<file path="src/rtl/stage1_pkg.sv">
// stage1_pkg: shared types and constants for the first cipher stage.
//   stage1_mode_t      - 2-bit stage key {k9,k8}, named by its encrypt-side effect
//   stage1_inv_state_t - sequencer states of the inverse stage
//   inv_byte()         - per-byte decrypt operation for a given mode
package stage1_pkg;

  localparam int NROWS = 4;
  localparam int BW    = 8;

  typedef enum logic [1:0] {
    MODE_INV  = 2'b00,
    MODE_ROR2 = 2'b01,
    MODE_ROL2 = 2'b10,
    MODE_HINV = 2'b11
  } stage1_mode_t;

  typedef enum logic [1:0] {
    IDLE = 2'd0,
    RUN  = 2'd1,
    DONE = 2'd2
  } stage1_inv_state_t;

  // Undo the encrypt-side byte op: each mode applies its own inverse.
  function automatic logic [BW-1:0] inv_byte(input stage1_mode_t mode,
                                             input logic [BW-1:0] b);
    logic [BW-1:0] r;
    case (mode)
      MODE_INV:  r = ~b;
      MODE_ROR2: r = {b[BW-3:0], b[BW-1:BW-2]};      // rotate left by 2
      MODE_ROL2: r = {b[1:0], b[BW-1:2]};            // rotate right by 2
      MODE_HINV: r = {b[BW-1:BW/2], ~b[BW/2-1:0]};
      default:   r = b;
    endcase
    return r;
  endfunction

endpackage

</file>
<file path="src/rtl/stage1_inv_row.sv">
// stage1_inv_row: combinational inverse of one 4-byte row.
//   row_i - row as stored in the block register
//   mode  - latched stage key {k9,k8}
//   row_o - recovered row; every byte gets the same inverse op
module stage1_inv_row
  import stage1_pkg::*;
#(
  parameter int NB = 4
) (
  input  logic [NB*BW-1:0] row_i,
  input  logic [1:0]       mode,
  output logic [NB*BW-1:0] row_o
);

  for (genvar g = 0; g < NB; g++) begin : g_byte
    assign row_o[g*BW +: BW] = inv_byte(stage1_mode_t'(mode), row_i[g*BW +: BW]);
  end

endmodule

</file>
<file path="src/rtl/stage1_inv_seq.sv">
// stage1_inv_seq: sequential inverse of the first cipher stage.
// Accepts a 16-byte block plus its stage key, then undoes the byte transform
// one 4-byte row per enabled clock (row 0 = MSB word), and presents the
// recovered block on a valid/ready output.
//   clk, rst             - clock, async active-high reset
//   enable               - run/freeze for IDLE and RUN; DONE handshake ignores it
//   in_valid/in_ready    - input handshake; in_data (a0..d3 from MSB), in_key
//   out_valid/out_ready  - output handshake; out_data same byte order
module stage1_inv_seq #(
  parameter int NROWS = 4,
  parameter int BW    = 8
) (
  input  logic                  clk,
  input  logic                  rst,
  input  logic                  enable,
  input  logic                  in_valid,
  output logic                  in_ready,
  input  logic [NROWS*4*BW-1:0] in_data,
  input  logic [1:0]            in_key,
  output logic                  out_valid,
  input  logic                  out_ready,
  output logic [NROWS*4*BW-1:0] out_data
);

  import stage1_pkg::*;

  localparam int RW    = 4 * BW;      // bits per row
  localparam int BLK_W = NROWS * RW;

  stage1_inv_state_t state_q, state_d;
  logic [1:0]        row_q, row_d;
  logic [1:0]        key_q, key_d;
  logic [BLK_W-1:0]  blk_q, blk_d;
  logic [RW-1:0]     row_cur, row_inv;
  logic              accept, step;

  assign accept = in_valid & in_ready;
  assign step   = (state_q == RUN) & enable;

  // State register
  always_ff @(posedge clk or posedge rst) begin
    if (rst) begin
      state_q <= IDLE;
      row_q   <= '0;
      key_q   <= '0;
      blk_q   <= '0;
    end else begin
      state_q <= state_d;
      row_q   <= row_d;
      key_q   <= key_d;
      blk_q   <= blk_d;
    end
  end

  // Next-state logic
  always_comb begin
    state_d = state_q;
    case (state_q)
      IDLE:    if (accept) state_d = RUN;
      RUN:     if (step && row_q == 2'(NROWS-1)) state_d = DONE;
      DONE:    if (out_ready) state_d = IDLE;   // not gated by enable
      default: state_d = IDLE;
    endcase
  end

  // Pick the row currently being worked on (row 0 sits in the top word).
  always_comb begin
    row_cur = '0;
    for (int r = 0; r < NROWS; r++)
      if (row_q == 2'(r)) row_cur = blk_q[(NROWS-1-r)*RW +: RW];
  end

  stage1_inv_row #(.NB(4)) u_row (
    .row_i (row_cur),
    .mode  (key_q),
    .row_o (row_inv)
  );

  // Datapath: latch on accept, rewrite one row in place per enabled RUN cycle.
  always_comb begin
    blk_d = blk_q;
    row_d = row_q;
    key_d = key_q;
    if (accept) begin
      blk_d = in_data;
      key_d = in_key;
      row_d = '0;
    end else if (step) begin
      for (int r = 0; r < NROWS; r++)
        if (row_q == 2'(r)) blk_d[(NROWS-1-r)*RW +: RW] = row_inv;
      row_d = row_q + 2'd1;    // wraps 3 -> 0 as the block enters DONE
    end
  end

  // Outputs
  always_comb begin
    in_ready  = (state_q == IDLE) & enable & ~rst;
    out_valid = (state_q == DONE);
    out_data  = blk_q;
  end

endmodule

</file>
<file path="config.mk">
export PLATFORM = sky130hd
export DESIGN_NAME = stage1_inv_seq
export DESIGN_NICKNAME = d
export VERILOG_FILES = /design/src/rtl/stage1_pkg.sv /design/src/rtl/stage1_inv_row.sv /design/src/rtl/stage1_inv_seq.sv
export SDC_FILE = /design/constraint.sdc
export NUM_CORES = 1
export LEC_CHECK = 0
export ABC_AREA = 0
export BUFFER_PORTS_ARGS = -buffer_cell sky130_fd_sc_hd__buf_2
export CORE_UTILIZATION = 52
export DETAILED_ROUTE_END_ITERATION = 8
export PLACE_DENSITY_LB_ADDON = 0.05
export SLEW_MARGIN = 20
export SYNTH_ARGS = -nofsm -noshare
export SYNTH_HDL_FRONTEND = slang
export SYNTH_SLANG_ARGS = --single-unit
</file>
<file path="constraint.sdc">
create_clock -name clk -period 5.8 [get_ports clk]
set_input_delay 0.58 -clock clk [delete_from_list [all_inputs] [get_ports clk]]
set_output_delay 0.58 -clock clk [all_outputs]
set_load 0.05 [all_outputs]
</file>
==> results.txt, run 1 <==
The flow ran to the end, but the final reports show violations. The final reports fail on DRC. The kind of launch point of the worst setup path was a flop. The number of slew-limit violations in the final report was 0; the share of cells above drive strength 1 was 29.5%. The tools report the number of instances in the placed design as 1,314.

The number of buffers inserted by hold repair at cts was 0. The number of failing hold endpoints at the final stage is 0. The worst path meets setup with 2.05 ns of slack.

The count of cells in the finished layout, fillers not included, comes to 1,347. Synthesis handed over a netlist of 909 instances. Data arrives at the worst endpoint at 4.07 ns. The longest clock path from root to sink contains 2 buffers. Fill cells in the final layout number 1,370. The run gives 1,048 as the synthesized netlist net count. For the largest net degree at the start of global routing, the log shows 85. The number of antenna violations at the first check in global routing is 1, and the distinct cell type count of the synthesized netlist is 64. The number of rows in the core area is 45, and the post-route clock skew is 0.00533 ns. The detail route stage leaves a number of antenna-violating nets equal to 0. The synthesized cell area was 8210 um2. Counting flops and latches in the post-synthesis netlist gives 134. The nature of the critical path endpoint was a flop.

The H-tree was split into 4 levels. The placer congestion estimate came out at 0.903. The worst register-to-register path begins at row_q[0]$_DFFE_PP0P_. TritonCTS built the clock tree.

Detailed-route vias per instance: 6.77. Summing all flip-flop and latch instances after layout gives 3350 um2. The final critical path takes up 64.7% of the cycle.

The critical path in this run is classified as flop to flop. Leaving out fill and tap cells, the most frequent cell in the layout is sky130_fd_sc_hd__buf_2. In this run the count of I/O pins placed on the die edge is 265.

The run gives 22,100 um as the HPWL after detailed placement. The most critical setup path has its startpoint at row_q[0]$_DFFE_PP0P_. For this block, the routed nets add up to 32,200 um of wire.

Die height: 128 um. Once the floorplan was initialized, standard cells occupied 53.6% of the core. The routed wirelength normalized by instance count is 23.9 um. Leaving out fill and tap cells, the most frequent cells in the layout are 264 x sky130_fd_sc_hd__buf_2, 134 x sky130_fd_sc_hd__dfrtp_1, 100 x sky130_fd_sc_hd__o21ai_0. TritonCTS created 17 clock buffers. The tool flagged a number of max-cap violations equal to 0. The setup check on the worst reg-to-reg path leaves a slack of 2.05 ns. The number of buffers inserted to repair setup after CTS is 0, and the first-iteration detailed-routing DRC count is 1,188.

The fraction of synthesis flops using an asynchronous set or reset pin is 100%, and the area overhead of the layout relative to synthesis is 24.0%. The first detailed-routing pass ran for 9 iterations. The final layout net count was 1,261. The run gives 267 MHz as the highest clock rate. The tree built by TritonCTS fans out to 134 sinks. Detailed routing inserted a total of 9,118 vias. Measured in cells, the most critical reg-to-reg path has a length of 7. The run gives 0.43 ns as the clock latency on the worst-skew pair. The global-route wire length before repair was 49,300 um; the area used by multi-input combinational logic was 4520 um2. The worst path in the final design needs a cycle of 3.75 ns, including I/O delays and setup.

Destination of the worst register-to-register timing path: out_data[42]$_DFFE_PP0P_. The count of port buffers added during placement works out to 264. The number of global-route vias before repair is 8,609. The total track usage was 40.2%. The pin slew with the least headroom to its limit was 1.19 ns; the post-cts repair resize count was 0. At the worst endpoint, the required time is 6.12 ns. Clock-pin slew was measured on the worst setup and hold paths at 0.06 ns.

The run gives 2.22 ns as the post-placement setup slack. Each instance of the synthesized netlist takes up on average 9.04 um2. Number of endpoints failing setup at the final stage: 0. The total congestion overflow was 0; the count of yosys warnings during synthesis was 0. In this run the worst path has a maximum fanout of 48. The number of design rule violations left after detail routing was 5. The class of the most critical hold timing path is input port to asynchronous set/reset pin.

Relative slew slack: 20.2%. Setup repair after global routing left no endpoint under its margin. Yosys mapped a number of flops with a built-in enable equal to 0. In this run the standard cell core region covers 15,300 um2. The run gives 66.5% as the final standard cell utilization of the core. Predominant post-synthesis flop cell: sky130_fd_sc_hd__dfrtp_1. The width of the chip was 128 um; the proportion of synthesized chip area in sequential cells was 40.8%. The setup TNS after final layout is 0 ns, and the area of the die is 16,300 um2. The cell sitting at the root of the clock tree is a sky130_fd_sc_hd__clkbuf_16.

The last element of the critical path was out_data[42]$_DFFE_PP0P_.
## sequential cells by signal, indices dropped and copies added, names as in the netlist
register,flops
row_q,2
out_data,128
key_q,2
state_q,2
## worst min-delay path by stage
stage / from / endpoint / cells after the start
floorplan: row_q[0]$_DFFE_PP0P_ / row_q[0]$_DFFE_PP0P_ / 2
global placement: out_data[48]$_DFFE_PP0P_ / out_data[48]$_DFFE_PP0P_ / 2
detailed placement: out_data[48]$_DFFE_PP0P_ / out_data[48]$_DFFE_PP0P_ / 2
CTS: in_key[0] / key_q[0]$_DFFE_PP0P_ / 3
global route: in_data[23] / out_data[23]$_DFFE_PP0P_ / 3
finish: rst / out_data[19]$_DFFE_PP0P_ / 2
## layout make-up
cell class / count / share of cell area (%)
clock inverters: 8 / 0.933
well taps: 211 / 2.59
flip-flops and latches: 134 / 32.9
diodes: 1 / 0.0246
repair buffers: 276 / 13.9
clock buffers: 24 / 4.93
inverters: 8 / 0.344
multi-input cells: 685 / 44.4
## synth_stat cells, drive strengths merged (5+ instances only)
library cell  instances  area, um2
nor3                 10       71.3
a31o                  6       52.6
a221o                 9       90.1
a221oi               36        328
clkbuf               43        161
inv                   8       30.0
nand2b                7       43.8
mux2i                23        230
a211o                 7       61.3
nor3b                25        193
nand2                71        267
o21a                  6       45.0
a21o                  8       60.1
a22oi                34        255
a211oi               24        195
nand3b               21        158
buf                  39        198
nor2b                34        213
o22ai                 6       43.8
nor2                 87        329
dfrtp               134       3350
and3                  6       37.5
nand3                19       95.1
a21oi                13       65.1
and2                  5       31.3
a22o                 36        315
o21ai               111        556
o221ai                5       43.8
a222oi               17        170
o31ai                 8       60.1
o211ai                7       52.6
## layer usage
metal	share of wire (%)	GRT usage (%)
met1	39	54.8
met2	44	60.3
met3	12	8.47
met4	5.2	21.5
met5	0	0
## critical path: stages (launching register included)
cell,delay [ns]
sky130_fd_sc_hd__dfrtp_1,0.41
sky130_fd_sc_hd__ha_2,0.73
sky130_fd_sc_hd__buf_4,0.54
sky130_fd_sc_hd__or2_1,0.53
sky130_fd_sc_hd__a221oi_2,0.06
sky130_fd_sc_hd__nor3_1,0.73
sky130_fd_sc_hd__a222oi_1,0.35
sky130_fd_sc_hd__a22o_1,0.28
## through the flow
step                      hold slack, ns  cell area, um2
final                              0.337           10200
after detailed placement           0.506            9590
after global routing               0.397           10200
after CTS                          0.366           10200
after floorplan                    0.562            8210
after global placement             0.500            9590
## cells by family after synthesis
kind of cell | after synthesis | share of synthesized area, %
AOI/OAI and AO/OA | 360 | 32.2
xor gates and xnor gates | 1 | 0.107
adders and majority gates | 4 | 0.609
DFF | 134 | 40.8
muxes | 24 | 2.94
and+or+nand+nor | 296 | 18.6
buffers and inverters | 90 | 4.74
Power of run 1 is not shown: default switching activity piles up to over one toggle a cycle in this logic, so the estimate is an artifact.
==> run 2, diff against run 1 <==
--- a/config.mk
+++ b/config.mk
@@ -5,9 +5,9 @@
 export SDC_FILE = /design/constraint.sdc
 export NUM_CORES = 1
 export LEC_CHECK = 0
-export ABC_AREA = 0
+export ABC_AREA = 1
 export BUFFER_PORTS_ARGS = -buffer_cell sky130_fd_sc_hd__buf_2
-export CORE_UTILIZATION = 52
+export CORE_UTILIZATION = 53
 export DETAILED_ROUTE_END_ITERATION = 8
 export PLACE_DENSITY_LB_ADDON = 0.05
 export SLEW_MARGIN = 20
==> constraint.sdc (replaced) <==
create_clock -name clk -period 3.5 [get_ports clk]
set_input_delay 0.35 -clock clk [delete_from_list [all_inputs] [get_ports clk]]
set_output_delay 0.35 -clock clk [all_outputs]
set_load 0.05 [all_outputs]
==> run 2 against run 1 <==
Compared with the run above: critical path depth is 3 higher; the run now ends clean; final cell count is 39% higher; synthesized cell count is 57% higher; critical endpoint is now out_data[19]$_DFFE_PP0P_; critical path type unchanged; via count is 11% higher; wire length is 4.9% lower; sequential cell count stayed put.
==> results.txt, run 2 <==
Final period utilization: 70.7% (+6.0 points). The run finished with clean final reports. The final layout net count was 1,788 (+42%). HPWL after detailed placement: 20,700 um (-6.0%). The tools report the kind of launch point of the worst setup path as a flop. The number of antenna violations at the first check in global routing came out at 1 (unchanged). The run gives 0 (unchanged) as the number of endpoints failing setup at the final stage. The first-pass iteration count of the detailed router came out at 7 (-2).

The setup path with the least slack is of type flop to flop. The post-detailed-routing wire length was 30,600 um (-4.9%); the core footprint was 16,100 um2 (+5.2%). Cell area reported after detailed placement: 10,200 um2 (+6.7%). Most common cell after layout, fill and taps aside: sky130_fd_sc_hd__nand2_1. The number of failing hold endpoints at the final stage was 0 (unchanged); the largest fanout on the critical path was 66 (+38%). The run gives 4 (unchanged) as the maximum level of the CTS H-tree. The average size of a mapped cell is 6.21 um2 (-31%). The number of design rule violations left after detail routing is 0 (-5), and the required time of the worst setup path is 3.85 ns (-2.27 ns). In the post-synthesis netlist, the biggest area contributors are sky130_fd_sc_hd__dfrtp_1 38%, sky130_fd_sc_hd__nand2_1 23%, sky130_fd_sc_hd__nand3_1 11%.

For the relative slew slack, the log shows 35.9% (+16 points). Class of the most critical hold timing path: input port to flop. The tools report the setup TNS after final layout as 0 ns (unchanged). The cell with the most instances after synthesis is sky130_fd_sc_hd__nand2_1. The clock slew seen by the registers of the worst setup and hold paths was 0.06 ns (about the same); the final standard cell utilization of the core was 67.2% (+0.71 points). For the area of the die, the log shows 17,200 um2 (+5.8%).

Setup repair after global routing left no endpoint under its margin. The number of buffers inserted during clock tree synthesis was 17 (unchanged). Number of flip-flops under the largest register name: 128 (unchanged). The initial core utilization is 55.0% (+1.4 points). Summed over all instances, the cell type with the most area after synthesis is sky130_fd_sc_hd__dfrtp_1. The number of buffers inserted by hold repair at cts was 0 (unchanged); the proportion of synthesized chip area in sequential cells was 37.8% (-3.0 points). The portion of synthesized cell area occupied by the leading cell type was 37.8% (-3.0 points); the routed wirelength normalized by instance count was 16.3 um (-32%). The number of maximum-capacitance constraint violations is 0 (unchanged). For the global-route wire length before repair, the log shows 48,900 um (-0.67%).

Remaining number of nets flagged by the antenna check after routing: 0 (unchanged). The fraction of synthesis flops using an asynchronous set or reset pin was 100% (unchanged); the highest clock rate was 404 MHz (+52%). The clock period minus final worst setup slack came out at 2.47 ns (-1.28 ns).

The tools report the reg2reg setup slack as 1.03 ns (-1.02 ns). The tools report the number of slew-limit violations in the final report as 0 (unchanged). In the layout the commonest cells are 547 x sky130_fd_sc_hd__nand2_1, 264 x sky130_fd_sc_hd__buf_2, 199 x sky130_fd_sc_hd__nand3_1. The synthesized cell area came out at 8860 um2 (+7.9%). The post-route cell area is 10,800 um2 (+6.3%). TritonCTS built the clock tree. The share of cells above drive strength 1 was 20.3% (-9.2 points); the count of vias placed by the detailed router was 10,100 (+11%). The clock latency on the worst-skew pair was 0.44 ns (about the same).

For the number of rows in the core area, the log shows 46 (+2.2%). For the post-cts repair resize count, the log shows 0 (unchanged). Number of buffers inserted to repair setup after CTS: 0 (unchanged). Compared with the post-synthesis result, the final layout area differs by 22.2%. The width of the chip is 131 um (+2.8%). Clock root buffer master: sky130_fd_sc_hd__clkbuf_16.

The run gives 1.02 ns (-1.20 ns) as the post-placement setup slack. The predominant post-synthesis flop cell was sky130_fd_sc_hd__dfrtp_1. The tools report the synthesized netlist net count as 1,566 (+49%). Largest buffer count on any clock path: 2 (unchanged). The logs give 35.9% (-4.3 points) for the total track usage and 0 (unchanged) for the total congestion overflow. The die height is 131 um (+2.8%), and the number of ports placed on the die boundary is 265 (unchanged). Count of yosys warnings during synthesis: 0 (unchanged). The worst setup path is captured at a flop.

Sorting the synthesized cells by how often they occur yields 548 x sky130_fd_sc_hd__nand2_1, 199 x sky130_fd_sc_hd__inv_1, 199 x sky130_fd_sc_hd__nand3_1. The count of filler cells inserted in the layout was 1,530 (+12%). The placer congestion estimate is 0.881 (-2.4%), and the largest net degree at the start of global routing is 73 (-14%). The worst path arrival time was 2.83 ns (-1.24 ns); the number of synthesized flops with an enable pin was 0 (unchanged). The logs give 952 (-20%) for the first-iteration detailed-routing DRC count and 1.03 ns (-1.02 ns) for the worst setup margin. The number of register bits inferred by synthesis came out at 134 (unchanged). The logs give 134 (unchanged) for the clock sink count and 22 (-66%) for the distinct cell type count of the synthesized netlist. The post-route clock skew was 0.00820 ns (+0.00287 ns); the count of port buffers added during placement was 264 (unchanged). The number of global-route vias before repair was 9,291 (+7.9%); the pin slew with the least headroom to its limit was 0.962 ns (-0.227 ns). The detailed-route vias per instance was 5.37 (-21%); the number of instances in the synthesized netlist was 1,427 (+57%).
## run 2: critical path, cell delays in order (launching register included)
cell	delay [ns]
sky130_fd_sc_hd__dfrtp_1	0.42
sky130_fd_sc_hd__nor2_1	0.11
sky130_fd_sc_hd__nand3_1	0.09
sky130_fd_sc_hd__inv_2	0.07
sky130_fd_sc_hd__nand2_2	0.30
sky130_fd_sc_hd__inv_4	0.62
sky130_fd_sc_hd__buf_4	0.39
sky130_fd_sc_hd__nand2_1	0.11
sky130_fd_sc_hd__nand2_1	0.07
sky130_fd_sc_hd__inv_1	0.04
sky130_fd_sc_hd__a21oi_1	0.15
## run 2: layout make-up
cell class,instances,area [um2],share of cell area [%]
inverter,207,783,7.23
timing repair buffer,284,1500,13.8
antenna,1,2.50,0.0231
multi-input combinational,1005,4320,39.9
tap,216,270,2.49
clock buffer,21,480,4.43
clock inverter,11,124,1.14
sequential,134,3350,31.0
## run 2: routing by layer
metal	track usage [%]	vias up	part of all wire (%)
li1	-	4854	-
met1	51.0	4599	43
met2	55.2	580	44
met3	6.87	63	10
met4	11.4	0	2.4
met5	0	-	0
## run 2: path summary, 6_finish.rpt
path	startpoint	to	cells past startpoint
worst max-delay path	state_q[0]$_DFFE_PP0P_	out_data[19]$_DFFE_PP0P_	10
worst min-delay path	out_ready	state_q[1]$_DFFE_PP0P_	2
worst max register to register	state_q[0]$_DFFE_PP0P_	out_data[19]$_DFFE_PP0P_	10
worst min register to register	state_q[0]$_DFFE_PP0P_	state_q[1]$_DFFE_PP0P_	1
max in group asynchronous	rst	out_data[93]$_DFFE_PP0P_	4
min in group asynchronous	rst	out_data[82]$_DFFE_PP0P_	3
## run 2: kinds of logic after synthesis
logic type | after synthesis | synth area share (%)
AND/OR/NAND/NOR | 837 | 38.6
buffers and inverters | 288 | 13.5
AO/OA/AOI/OAI | 164 | 9.56
flip-flops | 134 | 37.8
adder cells (fa/ha/maj) | 4 | 0.565
## run 2: per-stage QoR
stage               cells  hold slack [ns]
detailed placement   1846            0.524
CTS                  1878           0.0933
finish               1879           0.0859
global route         1878           0.0932
global placement     1846            0.523
floorplan            1427            0.436
Power of run 2 is left out for the same reason.
==> run 3, diff against run 2 <==
==> constraint.sdc (replaced) <==
create_clock -name clk -period 2.5 [get_ports clk]
set_input_delay 0.25 -clock clk [delete_from_list [all_inputs] [get_ports clk]]
set_output_delay 0.25 -clock clk [all_outputs]
set_load 0.05 [all_outputs]
==> run 3 against run 2 <==
Compared with the run above: first-iteration DRC count increased by 8.5%; highest routed layer unchanged; critical endpoint is now out_data[119]$_DFFE_PP0P_; maximum frequency is 11% higher; sequential cell count unchanged; global-route usage decreased by 0.78 points.
==> results.txt, run 3 (synthesized netlist as in run 2, its figures left out) <==
The number of slew-limit violations in the final report is 0 (unchanged). Clock latency on the worst-skew pair: 0.44 ns (about the same). Setup repair after global routing left no endpoint under its margin.

Total congestion overflow: 0 (unchanged). For the worst path arrival time, the log shows 2.54 ns (-0.29 ns). STA classifies the critical path endpoint as a flop. Grouping stages by cell kind, the critical path spends the most delay in simple AND/OR/NAND/NOR gates.

Die height: 131 um (unchanged). The global-route wire length before repair is 48,000 um (-2.0%), and the buffers plus inverters on the worst setup path is 3 (-1). The maximum single-stage delay on the critical path came out at 0.40 ns (-0.22 ns).

The tools report the number of antenna violations at the first check in global routing as 1 (unchanged). The detailed-route vias per instance is 5.34 (-0.70%), and the share of cells above drive strength 1 is 20.5% (+0.18 points). The number of maximum-capacitance constraint violations is 0 (unchanged).

Clock sink count: 134 (unchanged). The logs give 35.1% (-0.78 points) for the total track usage and 2.82 ns (-1.03 ns) for the required time of the worst setup path. Leaving out fill and tap cells, the most frequent cells in the layout are 547 x sky130_fd_sc_hd__nand2_1, 264 x sky130_fd_sc_hd__buf_2, 199 x sky130_fd_sc_hd__nand3_1. Largest fanout on the critical path: 16 (-76%). The initial core utilization is 55.0% (unchanged). The kind of critical path is flop to flop.

The tools report the final layout net count as 1,798 (+0.56%). Relative to the synthesized area, the layout overhead comes to 23.4%. First-pass iteration count of the detailed router: 6 (-1). The beginning of the critical path was row_q[0]$_DFFE_PP0P_. The number of instances in the placed design came out at 1,855 (+0.49%). The library cell used most frequently in the layout, excluding fill and tap cells, is sky130_fd_sc_hd__nand2_1. The number of buffers inserted during clock tree synthesis was 17 (unchanged); the worst-case reg-to-reg path depth was 12 (+2). The placer congestion estimate was 0.928 (+5.4%); the number of flip-flops under the largest register name was 128 (unchanged). The class of the most critical hold timing path is input port to flop. The run gives 0 (unchanged) as the number of design rule violations left after detail routing.

The clock slew seen by the registers of the worst setup and hold paths was 0.06 ns (about the same); the HPWL after detailed placement was 20,800 um (+0.54%). The number of logic stages on the critical path including buffering works out to 12 (+2). The final period utilization is 89.2% (+18 points). The number of rows in the core area is 46 (unchanged).

The tools report the post-detailed-routing wire length as 29,900 um (-2.4%). For the remaining number of nets flagged by the antenna check after routing, the log shows 0 (unchanged). The post-route clock skew is 0.00907 ns (+0.000870 ns), and the number of failing hold endpoints at the final stage is 0 (unchanged).

The number of ports placed on the die boundary is 265 (unchanged). The width of the chip is 131 um (unchanged). The count of filler cells inserted in the layout came out at 1,508 (-1.4%). For the relative slew slack, the log shows 49.1% (+13 points).

Count of vias placed by the detailed router: 10,100 (-0.17%). The highest clock rate is 449 MHz (+11%), and the number of endpoints failing setup at the final stage is 0 (unchanged). Storage element area: 3350 um2 (unchanged). TritonCTS built the clock tree.

The area of the die came out at 17,200 um2 (unchanged). The run gives 4320 um2 (unchanged) as the area used by multi-input combinational logic. For the largest buffer count on any clock path, the log shows 2 (unchanged). The routed wirelength normalized by instance count came out at 15.8 um (-2.9%).

The logs give 0.27 ns (-0.75 ns) for the reg2reg setup slack and 1,033 (+8.5%) for the first-iteration detailed-routing DRC count. STA classifies the critical path startpoint as a flop. The startpoint identified for the worst register-to-register timing path is row_q[0]$_DFFE_PP0P_.

The pin slew with the least headroom to its limit is 0.764 ns (-0.198 ns). The flow ran to the end, and the final reports show no timing, DRC or antenna violations. The clock period minus final worst setup slack is 2.23 ns (-0.245 ns).

The logs give 4 (unchanged) for the maximum level of the CTS H-tree and 0 ns (unchanged) for the setup TNS after final layout. The number of global-route vias before repair is 9,172 (-1.3%). Cell repeated most along the worst path: sky130_fd_sc_hd__nand2_1.

The worst hold slack is 0.0372 ns (-0.0488 ns), and the count of port buffers added during placement is 264 (unchanged). The run gives 16,100 um2 (unchanged) as the core footprint. The tools report the clock root buffer master as sky130_fd_sc_hd__clkbuf_16.

Walking the worst path, the cells encountered are inv_1 -> ha_2 -> inv_2 -> buf_4 -> nor2_1 -> nor2_1 -> nand2_1 -> nand2_1 -> o21ai_0 -> nand2_1 -> nand3_1 -> nand2_1. The worst register-to-register path ends at out_data[119]$_DFFE_PP0P_. The final instance count without filler cells was 1,889 (+0.53%). On the critical path, the stage with the largest delay is an instance of sky130_fd_sc_hd__dfrtp_1. The last element of the critical path is out_data[119]$_DFFE_PP0P_. For the largest net degree at the start of global routing, the log shows 135 (+85%).
[run 3: cell count changes in the layout (fill, tap and decap cells not counted), sizes merged]
| cell | previous run | this run |
|---|---|---|
| buf | 284 | 293 |
| clkinvlp | 7 | 3 |
| clkinv | 3 | 6 |
| clkbuf | 21 | 22 |
| dlygate4sd3 | 0 | 1 |
[run 3: cell type report]
| cell class | instances | area share, % |
|---|---|---|
| multi-input combinational | 1005 | 39.5 |
| sequential | 134 | 30.6 |
| timing repair buffer | 294 | 15.1 |
| inverter | 207 | 7.16 |
| clock buffer | 22 | 4.15 |
| tap | 216 | 2.47 |
| clock inverter | 10 | 0.961 |
| antenna | 1 | 0.0229 |
[run 3: layer usage]
layer | vias to the layer above | global-route usage, % | share of wire, % | wire length, um
li1 | 4877 | - | - | -
met1 | 4551 | 49.2 | 43 | 12700
met2 | 601 | 53.9 | 45 | 13400
met3 | 50 | 8.60 | 11 | 3240
met4 | 0 | 10.1 | 1.8 | 526
met5 | - | 0 | 0 | 0
[run 3: worst min path at each step]
| stage | start | endpoint | slack (ns) | depth (start not counted) |
|---|---|---|---|---|
| floorplan | out_ready | state_q[1]$_DFFE_PP0P_ | 0.34 | 1 |
| global placement | out_ready | state_q[1]$_DFFE_PP0P_ | 0.44 | 2 |
| detailed placement | out_ready | state_q[1]$_DFFE_PP0P_ | 0.44 | 2 |
| CTS | in_key[1] | key_q[1]$_DFFE_PP0P_ | 0.04 | 3 |
| global route | in_key[1] | key_q[1]$_DFFE_PP0P_ | 0.07 | 3 |
| finish | in_key[1] | key_q[1]$_DFFE_PP0P_ | 0.04 | 3 |
[run 3: timing repair]
| action | CTS | global route |
|---|---|---|
| setup buffers | 0 | 0 |
| endpoints found under the hold margin | 1 | 0 |
| resized for setup | 0 | 0 |
| hold buffers | 1 | 0 |
| setup endpoints to repair | 0 | 0 |
[run 3: stage by stage]
step | setup slack (ns) | util, % | area (um2)
floorplan | -1.09 | - | 8870
CTS | 0.383 | 67.9 | 10900
global placement | 0.480 | 64.3 | 10400
global route | 0.138 | 67.9 | 10900
detailed placement | 0.435 | 64.3 | 10400
finish | 0.271 | 67.9 | 10900
[run 3: worst min-delay path: stages]
cell and delay (ns):
sky130_fd_sc_hd__buf_2 0.07, sky130_fd_sc_hd__nand2_1 0.05, sky130_fd_sc_hd__o21ai_0 0.06
Power of run 3 is left out for the same reason.
